File: config.mk
export PLATFORM = sky130hd
export DESIGN_NAME = wb_flat
export DESIGN_NICKNAME = d
export VERILOG_FILES = /design/src/rtl/wb_if.sv /design/src/rtl/wb.sv /design/src/flat_wrapper.sv
export SDC_FILE = /design/constraint.sdc
export NUM_CORES = 1
export LEC_CHECK = 0
export CORE_AREA = 2 2 240 242
export CTS_CLUSTER_DIAMETER = 30
export DETAILED_ROUTE_END_ITERATION = 10
export DIE_AREA = 0 0 242 244
export PLACE_DENSITY = 0.45
export REMOVE_ABC_BUFFERS = 1
export SETUP_SLACK_MARGIN = 0.4
export SYNTH_ARGS = -nofsm -noshare
export SYNTH_HDL_FRONTEND = slang
export SYNTH_SLANG_ARGS = --single-unit
File: constraint.sdc
create_clock -name clk -period 2.95 [get_ports clk]
set_clock_uncertainty 0.2 [all_clocks]
set_input_delay 0.59 -clock clk [delete_from_list [all_inputs] [get_ports clk]]
set_output_delay 0.59 -clock clk [all_outputs]
set_load 0.01 [all_outputs]
File: src/rtl/wb_if.sv
// Writeback source port: one completed instruction offered to the arbiter.
// The source drives payload and valid; the arbiter answers with ready.
interface wb_if;
    logic [4:0]  dst;
    logic [63:0] result;
    logic [63:0] pc;
    logic        wb_en;
    logic        hipri;
    logic        valid;
    logic        ready;

    modport master (
        output dst, result, pc, wb_en, hipri, valid,
        input  ready
    );

    modport slave (
        input  dst, result, pc, wb_en, hipri, valid,
        output ready
    );
endinterface

File: src/rtl/wb.sv
// Writeback arbiter: hipri ip first, then round-robin ip/lsp/md,
// registered onto the register-file write port with a retire counter.
module wb #(
    parameter int unsigned INSTRET_WIDTH = 64
) (
    input  logic                     clk,
    input  logic                     rst,
    wb_if.slave                      ip_wb,
    wb_if.slave                      lsp_wb,
    wb_if.slave                      md_wb,
    output logic                     rf_wr_en_o,
    output logic [4:0]               rf_wr_id_o,
    output logic [63:0]              rf_wr_data_o,
    output logic                     wb_retire_valid_o,
    output logic [63:0]              wb_retire_pc_o,
    output logic [INSTRET_WIDTH-1:0] wb_instret_o
);

    localparam logic [1:0] SRC_IP  = 2'd0;
    localparam logic [1:0] SRC_LSP = 2'd1;
    localparam logic [1:0] SRC_MD  = 2'd2;

    localparam logic [INSTRET_WIDTH-1:0] ONE =
        {{(INSTRET_WIDTH-1){1'b0}}, 1'b1};

    logic [1:0]               rr_last_q, rr_last_d;
    logic                     rf_wr_en_q, rf_wr_en_d;
    logic [4:0]               rf_wr_id_q, rf_wr_id_d;
    logic [63:0]              rf_wr_data_q, rf_wr_data_d;
    logic                     retire_valid_q, retire_valid_d;
    logic [63:0]              retire_pc_q, retire_pc_d;
    logic [INSTRET_WIDTH-1:0] instret_q, instret_d;

    logic        hipri_req;
    logic        gnt_any;
    logic [1:0]  sel;
    logic [4:0]  sel_dst;
    logic [63:0] sel_result;
    logic [63:0] sel_pc;
    logic        sel_wb_en;

    assign hipri_req = ip_wb.valid && ip_wb.hipri;

    // Search starts at the source after rr_last and wraps around.
    always_comb begin
        gnt_any = 1'b0;
        sel     = SRC_IP;
        if (!rst) begin
            if (hipri_req) begin
                gnt_any = 1'b1;
                sel     = SRC_IP;
            end else begin
                unique case (rr_last_q)
                    SRC_IP: begin
                        if (lsp_wb.valid) begin
                            gnt_any = 1'b1; sel = SRC_LSP;
                        end else if (md_wb.valid) begin
                            gnt_any = 1'b1; sel = SRC_MD;
                        end else if (ip_wb.valid) begin
                            gnt_any = 1'b1; sel = SRC_IP;
                        end
                    end
                    SRC_LSP: begin
                        if (md_wb.valid) begin
                            gnt_any = 1'b1; sel = SRC_MD;
                        end else if (ip_wb.valid) begin
                            gnt_any = 1'b1; sel = SRC_IP;
                        end else if (lsp_wb.valid) begin
                            gnt_any = 1'b1; sel = SRC_LSP;
                        end
                    end
                    default: begin
                        if (ip_wb.valid) begin
                            gnt_any = 1'b1; sel = SRC_IP;
                        end else if (lsp_wb.valid) begin
                            gnt_any = 1'b1; sel = SRC_LSP;
                        end else if (md_wb.valid) begin
                            gnt_any = 1'b1; sel = SRC_MD;
                        end
                    end
                endcase
            end
        end
    end

    assign ip_wb.ready  = gnt_any && (sel == SRC_IP);
    assign lsp_wb.ready = gnt_any && (sel == SRC_LSP);
    assign md_wb.ready  = gnt_any && (sel == SRC_MD);

    always_comb begin
        sel_dst    = ip_wb.dst;
        sel_result = ip_wb.result;
        sel_pc     = ip_wb.pc;
        sel_wb_en  = ip_wb.wb_en;
        unique case (sel)
            SRC_LSP: begin
                sel_dst    = lsp_wb.dst;
                sel_result = lsp_wb.result;
                sel_pc     = lsp_wb.pc;
                sel_wb_en  = lsp_wb.wb_en;
            end
            SRC_MD: begin
                sel_dst    = md_wb.dst;
                sel_result = md_wb.result;
                sel_pc     = md_wb.pc;
                sel_wb_en  = md_wb.wb_en;
            end
            default: ;
        endcase
    end

    // A hipri grant must not disturb the rotation pointer.
    always_comb begin
        rr_last_d      = rr_last_q;
        rf_wr_en_d     = 1'b0;
        rf_wr_id_d     = rf_wr_id_q;
        rf_wr_data_d   = rf_wr_data_q;
        retire_valid_d = 1'b0;
        retire_pc_d    = retire_pc_q;
        instret_d      = instret_q;
        if (gnt_any) begin
            rf_wr_en_d     = sel_wb_en && (sel_dst != 5'd0);
            rf_wr_id_d     = sel_dst;
            rf_wr_data_d   = sel_result;
            retire_valid_d = 1'b1;
            retire_pc_d    = sel_pc;
            instret_d      = instret_q + ONE;
            if (!hipri_req) begin
                rr_last_d = sel;
            end
        end
    end

    always_ff @(posedge clk) begin
        if (rst) begin
            rr_last_q      <= SRC_MD;
            rf_wr_en_q     <= 1'b0;
            rf_wr_id_q     <= 5'd0;
            rf_wr_data_q   <= 64'd0;
            retire_valid_q <= 1'b0;
            retire_pc_q    <= 64'd0;
            instret_q      <= '0;
        end else begin
            rr_last_q      <= rr_last_d;
            rf_wr_en_q     <= rf_wr_en_d;
            rf_wr_id_q     <= rf_wr_id_d;
            rf_wr_data_q   <= rf_wr_data_d;
            retire_valid_q <= retire_valid_d;
            retire_pc_q    <= retire_pc_d;
            instret_q      <= instret_d;
        end
    end

    assign rf_wr_en_o        = rf_wr_en_q;
    assign rf_wr_id_o        = rf_wr_id_q;
    assign rf_wr_data_o      = rf_wr_data_q;
    assign wb_retire_valid_o = retire_valid_q;
    assign wb_retire_pc_o    = retire_pc_q;
    assign wb_instret_o      = instret_q;

endmodule

File: src/flat_wrapper.sv
// flat-port wrapper written by rule: the top's interface ports become plain ports
module wb_flat 
#(
    parameter int unsigned INSTRET_WIDTH = 64
)
  (clk, rst, rf_wr_en_o, rf_wr_id_o, rf_wr_data_o, wb_retire_valid_o, wb_retire_pc_o, wb_instret_o, ip_wb_dst, ip_wb_result, ip_wb_pc, ip_wb_wb_en, ip_wb_hipri, ip_wb_valid, ip_wb_ready, lsp_wb_dst, lsp_wb_result, lsp_wb_pc, lsp_wb_wb_en, lsp_wb_hipri, lsp_wb_valid, lsp_wb_ready, md_wb_dst, md_wb_result, md_wb_pc, md_wb_wb_en, md_wb_hipri, md_wb_valid, md_wb_ready);
  wb_if ip_wb_i ();
  wb_if lsp_wb_i ();
  wb_if md_wb_i ();
  input  logic clk;
  input  logic rst;
  output logic rf_wr_en_o;
  output logic [4:0] rf_wr_id_o;
  output logic [63:0] rf_wr_data_o;
  output logic wb_retire_valid_o;
  output logic [63:0] wb_retire_pc_o;
  output logic [INSTRET_WIDTH-1:0] wb_instret_o;
  input wire logic [$bits(ip_wb_i.dst)-1:0] ip_wb_dst;
  input wire logic [$bits(ip_wb_i.result)-1:0] ip_wb_result;
  input wire logic [$bits(ip_wb_i.pc)-1:0] ip_wb_pc;
  input wire logic [$bits(ip_wb_i.wb_en)-1:0] ip_wb_wb_en;
  input wire logic [$bits(ip_wb_i.hipri)-1:0] ip_wb_hipri;
  input wire logic [$bits(ip_wb_i.valid)-1:0] ip_wb_valid;
  output wire logic [$bits(ip_wb_i.ready)-1:0] ip_wb_ready;
  input wire logic [$bits(lsp_wb_i.dst)-1:0] lsp_wb_dst;
  input wire logic [$bits(lsp_wb_i.result)-1:0] lsp_wb_result;
  input wire logic [$bits(lsp_wb_i.pc)-1:0] lsp_wb_pc;
  input wire logic [$bits(lsp_wb_i.wb_en)-1:0] lsp_wb_wb_en;
  input wire logic [$bits(lsp_wb_i.hipri)-1:0] lsp_wb_hipri;
  input wire logic [$bits(lsp_wb_i.valid)-1:0] lsp_wb_valid;
  output wire logic [$bits(lsp_wb_i.ready)-1:0] lsp_wb_ready;
  input wire logic [$bits(md_wb_i.dst)-1:0] md_wb_dst;
  input wire logic [$bits(md_wb_i.result)-1:0] md_wb_result;
  input wire logic [$bits(md_wb_i.pc)-1:0] md_wb_pc;
  input wire logic [$bits(md_wb_i.wb_en)-1:0] md_wb_wb_en;
  input wire logic [$bits(md_wb_i.hipri)-1:0] md_wb_hipri;
  input wire logic [$bits(md_wb_i.valid)-1:0] md_wb_valid;
  output wire logic [$bits(md_wb_i.ready)-1:0] md_wb_ready;
  assign ip_wb_i.dst = ip_wb_dst;
  assign ip_wb_i.result = ip_wb_result;
  assign ip_wb_i.pc = ip_wb_pc;
  assign ip_wb_i.wb_en = ip_wb_wb_en;
  assign ip_wb_i.hipri = ip_wb_hipri;
  assign ip_wb_i.valid = ip_wb_valid;
  assign ip_wb_ready = ip_wb_i.ready;
  assign lsp_wb_i.dst = lsp_wb_dst;
  assign lsp_wb_i.result = lsp_wb_result;
  assign lsp_wb_i.pc = lsp_wb_pc;
  assign lsp_wb_i.wb_en = lsp_wb_wb_en;
  assign lsp_wb_i.hipri = lsp_wb_hipri;
  assign lsp_wb_i.valid = lsp_wb_valid;
  assign lsp_wb_ready = lsp_wb_i.ready;
  assign md_wb_i.dst = md_wb_dst;
  assign md_wb_i.result = md_wb_result;
  assign md_wb_i.pc = md_wb_pc;
  assign md_wb_i.wb_en = md_wb_wb_en;
  assign md_wb_i.hipri = md_wb_hipri;
  assign md_wb_i.valid = md_wb_valid;
  assign md_wb_ready = md_wb_i.ready;
  wb #(.INSTRET_WIDTH(INSTRET_WIDTH)) u_core (.clk(clk), .rst(rst), .ip_wb(ip_wb_i), .lsp_wb(lsp_wb_i), .md_wb(md_wb_i), .rf_wr_en_o(rf_wr_en_o), .rf_wr_id_o(rf_wr_id_o), .rf_wr_data_o(rf_wr_data_o), .wb_retire_valid_o(wb_retire_valid_o), .wb_retire_pc_o(wb_retire_pc_o), .wb_instret_o(wb_instret_o));
endmodule
==> impl_metrics.ini, run 1 <==
[sta]
holdWs_ps = 195
rsz0062_at_grt = true
period_share = 0.882
finalHoldViolations = 0
worst_slew_pin_slew_ps = 814
setup_violations = 0
fin_crit_ps = 2600
drv_slew = 0
fmax_mhz = 384
slew_headroom = 0.457

[routing]
totalWireLength_um = 56000
dr.pass1.iters = 5
route.vias.total = 12600
antenna_left = 0
drc_errors = 0
vias_per_cell = 4.52
dr.first_iter.drc_count = 491
wire_per_inst_um = 20.1

[logic_synthesis]
synth-seq-cells = 201
synth_warnings = 0
synth_edf_count = 0
synth.avg_cell_area_um2 = 7.80
synth_cells = 1315
syn_area_um2 = 10300
seq_area_frac_synth = 0.393
ys_types = 48
async_reset_ff_frac = 0
ys.flop_type = dfxtp_1

[cts]
clock_latency_ps = 570
cts-root-buf = clkbuf_16
clockBufferDepth = 3
numCtsBuffers = 67
cts_hold_buf = 0
htree_levels = 3
path_clk_slew_ps = 40
tritoncts = built
clock-sinks = 201

[layout]
layout_commonest_cell = clkdlybuf4s50_1
diodes = 0
regArea_um2 = 4030
syn_to_final_growth_pct = 97.1
multiInputGateArea_um2 = 5880
num-nets-final = 2406
layout_common_cells = clkdlybuf4s50_1 (600), nor2_1 (308), dfxtp_1 (197)
fillers = 5898
stdcell_count = 2793
drive_gt1_frac = 0.135

[die]
fp.dieW_um = 242
dieArea_um2 = 59000
core.rowCount = 87
ioPinCount = 612
core_um2 = 56200
die_h_um = 244
start_util = 0.183

[placed_design]
dp_hpwl_um = 43300
dp.cells = 2673
io_buffer_count = 609
place_congestion = 0.825

[power]
sequentialPowerShare = 0.257
leakagePower_uw = 0.00732
p_switching_uw = 3010
pwr-share-clk = 0.552
p_per_area_nw_per_um2 = 585
internal_power_uw = 8820
switching_share = 0.254
power_frac_comb = 0.191
ir_drop_mv = 0.326

[status]
status = completed

[critical_path]
slowest_stage = dfxtp_2
rrSetupSlack_ps = 490
path_class = reg -> out
cp_cell_sequence = nor2b_1, o22ai_1, nand3_2, buf_6, ha_4, and2_4, buf_6
cp.required_ps = 2160
critPathArrivalTime_ps = 1810
reg2regPathDepth = 13
reg2reg_from = u_core.rr_last_q[1]$_SDFFE_PP1P_
critPathMaxStageDelay_ps = 330
crit_path_end_kind = output port
cp_common_cell = buf_6
start_kind = flip-flop
r2r-end = u_core.rf_wr_data_o[30]$_SDFFE_PP0P_
cp_max_fo = 4

[worst_hold_path]
hold_depth = 5
hold_end = u_core.rr_last_q[0]$_SDFFE_PP0P_
hold_path.class = in -> reg
hold_path.startpoint = rst

[global_route]
grt_usage = 0.178
grt_max_degree = 124
grt_remaining_overflow = 0
grt_pass1_vias = 12600
antenna_found_initial = 6
grt_pass1_wl_um = 79400

[run]
drv_cap = 0
==> synthesized netlist by cell type, drive strengths merged, types with 8 or more instances <==
cell,instances,share of area
nor4,13,0.016
dfxtp,201,0.39
buf,37,0.017
a21oi,163,0.080
inv,13,0.0048
xor2,21,0.018
nand3,25,0.014
a211oi,128,0.094
nor2,308,0.11
xnor2,16,0.014
nand2,31,0.012
nor3,16,0.010
nand4,36,0.025
and3,8,0.0049
o21ai,22,0.011
a22oi,134,0.098
or3,17,0.010
clkbuf,81,0.030
==> cell type report <==
class	count	area share
clock inverters	17	0.00836
multi-input cells	983	0.291
inverters	13	0.00242
well taps	756	0.0468
flip-flops and latches	201	0.199
clock buffers	97	0.0956
repair buffers	726	0.356
==> worst max path at each step <==
stage,endpoint,start
final,lsp_wb_ready,u_core.rr_last_q[0]$_SDFFE_PP0P_
after global routing,lsp_wb_ready,u_core.rr_last_q[0]$_SDFFE_PP0P_
after CTS,md_wb_ready,u_core.rr_last_q[1]$_SDFFE_PP1P_
after detailed placement,u_core.rf_wr_data_o[38]$_SDFFE_PP0P_,ip_wb_valid
after global placement,u_core.rf_wr_data_o[38]$_SDFFE_PP0P_,ip_wb_valid
after floorplan,u_core.wb_instret_o[6]$_SDFFE_PP0P_,md_wb_valid
==> power by group through the flow <==
stage	combinational, uW	clock, uW	sequential [uW]
floorplan	722	0	3150
global placement	2220	0	3070
detailed placement	2230	0	3070
CTS	2250	6710	3040
global route	2430	6870	3060
finish	2260	6530	3030
==> cell families (layout without fill, tap and decap cells) <==
| group | after synthesis | in the layout | share of synthesized area |
|---|---|---|---|
| and+or+nand+nor | 484 | 484 | 0.229 |
| AOI/OAI and AO/OA | 458 | 458 | 0.291 |
| DFF | 201 | 201 | 0.393 |
| buffers and inverters | 131 | 853 | 0.0513 |
| xor gates and xnor gates | 37 | 37 | 0.0316 |
| adders and majority gates | 4 | 4 | 0.00488 |
==> state kept, by name (all words and copies together) (netlist names) <==
signal	count
u_core.rf_wr_data_o	64
u_core.rf_wr_en_o	1
u_core.rf_wr_id_o	5
u_core.rr_last_q	2
u_core.wb_instret_o	64
u_core.wb_retire_pc_o	64
u_core.wb_retire_valid_o	1
==> per-layer routing <==
metal | vias to the layer above | wire, um | track usage
li1 | 6207 | - | -
met1 | 5908 | 22400 | 0.200
met2 | 426 | 28500 | 0.318
met3 | 73 | 3660 | 0.0532
met4 | 6 | 1370 | 0.0639
met5 | - | 41 | 0
==> repair_timing <==
| action | in CTS | in global routing |
|---|---|---|
| pin swaps | 6 | 5 |
| gates cloned | 0 | 3 |
| resized for setup | 39 | 24 |
| endpoints found under the hold margin | 0 | 0 |
| setup endpoints to repair | 105 | 22 |
| buffers inserted | 2 | 1 |
==> through the flow <==
stage / TNS [ps] / utilization / power (uW) / setup WS, ps / area (um2)
6_report: 0 / 0.360 / 11800 / 349 / 20200
2_1_floorplan: -1221200 / - / 3880 / -7190 / 9770
5_1_grt: 0 / 0.360 / 12400 / 249 / 20200
4_1_cts: 0 / 0.356 / 12000 / 317 / 20000
3_3_place_gp: -31840 / 0.317 / 5290 / -584 / 17800
3_5_place_dp: -37900 / 0.317 / 5300 / -583 / 17800
==> critical path: cells and delay by family (launching register included) <==
family / cells / cell delay [ps]
AO/OA/AOI/OAI: 1 / 140
adder cells (fa/ha/maj): 1 / 150
buffers and inverters: 2 / 280
flip-flops: 1 / 330
AND/OR/NAND/NOR: 3 / 350
Note: power is estimated with default switching activity, not from simulation.
==> run 2: changes to the inputs <==
--- a/config.mk
+++ b/config.mk
@@ -9,6 +9,7 @@
 export CTS_CLUSTER_DIAMETER = 30
 export DETAILED_ROUTE_END_ITERATION = 10
 export DIE_AREA = 0 0 242 244
+export GPL_ROUTABILITY_DRIVEN = 0
 export PLACE_DENSITY = 0.45
 export REMOVE_ABC_BUFFERS = 1
 export SETUP_SLACK_MARGIN = 0.4
==> results of run 2 <==
Final layout, timing and power as in run 1 (identical DEF).
==> run 3: changes to the inputs <==
--- a/config.mk
+++ b/config.mk
@@ -5,12 +5,13 @@
 export SDC_FILE = /design/constraint.sdc
 export NUM_CORES = 1
 export LEC_CHECK = 0
-export CORE_AREA = 2 2 240 242
+export CORE_AREA = 2 2 238 240
 export CTS_CLUSTER_DIAMETER = 30
 export DETAILED_ROUTE_END_ITERATION = 10
-export DIE_AREA = 0 0 242 244
+export DIE_AREA = 0 0 240 242
+export DONT_BUFFER_PORTS = 1
 export GPL_ROUTABILITY_DRIVEN = 0
-export PLACE_DENSITY = 0.45
+export PLACE_DENSITY = 0.31
 export REMOVE_ABC_BUFFERS = 1
 export SETUP_SLACK_MARGIN = 0.4
 export SYNTH_ARGS = -nofsm -noshare
==> impl_metrics.ini, run 3 (synthesis results as in run 1) <==
[critical_path]
startpoint = u_core.rr_last_q[1]$_SDFFE_PP1P_
cp_max_fo = 4
critPathCapture = md_wb_ready
r2r-end = u_core.rf_wr_data_o[1]$_SDFFE_PP0P_
cp_cell_sequence = nor2b_1, o22ai_1, nand3_1, buf_6, ha_4, buf_8, and2_4
reg2reg_from = u_core.rr_last_q[0]$_SDFFE_PP0P_
crit_family = flip-flops
critPathMaxStageDelay_ps = 340
start_kind = flip-flop
critPathArrivalTime_ps = 1810
reg2regPathDepth = 14
slowest_stage = dfxtp_2
path_depth = 7
path_class = reg -> out
cp.required_ps = 2160
crit_path_end_kind = output port
rrSetupSlack_ps = 410
cp_num_buf_inv = 2

[layout]
regArea_um2 = 4030
syn_to_final_growth_pct = 45.9
layout_common_cells = nor2_1 (305), dfxtp_1 (197), a21oi_1 (155)
drive_gt1_frac = 0.225
multiInputGateArea_um2 = 6070
diodes = 0
stdcell_count = 2207
fillers = 6119
num-nets-final = 1815
layout_commonest_cell = nor2_1

[placed_design]
io_buffer_count = 0
dp_slack_ps = -330
dp.cells = 2043
dp_hpwl_um = 37800

[routing]
antenna_left = 0
wire_per_inst_um = 24.0
totalWireLength_um = 53000
vias_per_cell = 4.80
drc_errors = 0
route.vias.total = 10600
dr.first_iter.drc_count = 564
dr.pass1.iters = 5

[cts]
htree_levels = 3
numCtsBuffers = 70
cts-root-buf = clkbuf_16
clock_latency_ps = 580
tritoncts = built
clock-sinks = 201
path_clk_slew_ps = 40
clockBufferDepth = 3

[sta]
fin_crit_ps = 2600
fmax_mhz = 385
finalHoldViolations = 0
worst_slack_ps = 352
drv_slew = 0
rsz0062_at_grt = true
tns_ps = 0
slew_headroom = 0.577
worst_slew_pin_slew_ps = 635
period_share = 0.881
setup_violations = 0

[power]
finalPower_uw = 11900
ir_drop_mv = 0.311
leakagePower_uw = 0.00536
p_per_area_nw_per_um2 = 798

[run]
drv_cap = 0

[global_route]
grt_max_degree = 205
grt_usage = 0.166
grt_pass1_vias = 9968
grt_remaining_overflow = 0
antenna_found_initial = 0
grt_pass1_wl_um = 70200

[worst_hold_path]
hold_path.class = in -> reg

[die]
ioPinCount = 612
dieArea_um2 = 58100
core_um2 = 55700
start_util = 0.184
fp.dieW_um = 240
die_h_um = 242
core.rowCount = 87

[status]
status = completed
[run 3: cell type report]
type	instances	area share
Timing Repair Buffer	132	0.0976
Tap cell	756	0.0633
Sequential cell	201	0.269
Multi-Input combinational cell	983	0.406
Clock buffer	103	0.142
Clock inverter	19	0.0189
Inverter	13	0.00326
[run 3: worst register-to-register path, stage by stage, from the launching register on]
cell and delay [ps]:
dfxtp_2 330, nor2b_1 50, o22ai_1 100, nand3_1 130, buf_6 160, ha_4 180
buf_16 140, buf_12 130, buf_12 140, buf_12 170, a22oi_1 210, a211oi_2 160
buf_4 170, a21oi_1 100, nor2_1 40
[run 3: worst min path at each step]
stage / start / endpoint / cells after the start
floorplan: u_core.rr_last_q[0]$_SDFFE_PP0P_ / u_core.rr_last_q[0]$_SDFFE_PP0P_ / 2
global placement: u_core.rr_last_q[0]$_SDFFE_PP0P_ / u_core.rr_last_q[0]$_SDFFE_PP0P_ / 2
detailed placement: u_core.rr_last_q[0]$_SDFFE_PP0P_ / u_core.rr_last_q[0]$_SDFFE_PP0P_ / 2
CTS: rst / u_core.wb_retire_pc_o[5]$_SDFFE_PP0P_ / 1
global route: rst / u_core.rr_last_q[0]$_SDFFE_PP0P_ / 2
finish: rst / u_core.rr_last_q[0]$_SDFFE_PP0P_ / 2
[run 3: per-layer routing]
layer	global-route usage	share of wire	up-vias
li1	-	-	5027
met1	0.188	0.40	5036
met2	0.282	0.49	445
met3	0.0622	0.086	76
met4	0.0594	0.025	0
met5	0	0	-
[run 3: where the power goes]
part	total (uW)	switching (uW)	internal (uW)
clock	7390	2050	5330
sequential	3270	345	2930
combinational	1270	707	563
[run 3: per-stage QoR]
| step | util | cell area [um2] | hold slack [ps] |
|---|---|---|---|
| finish | 0.268 | 15000 | 44.9 |
| global route | 0.268 | 15000 | 43.8 |
| CTS | 0.258 | 14400 | -117 |
| detailed placement | 0.208 | 11600 | 291 |
| global placement | 0.208 | 11600 | 290 |
| floorplan | - | 9770 | 262 |
[run 3: what timing repair did]
action                     CTS  global route
hold endpoints to repair   196            84
setup endpoints to repair   33            84
gates resized for setup     26            60
pin swaps                    7            25
hold buffers                13             4
setup buffers               10             8
cloned                       2             5
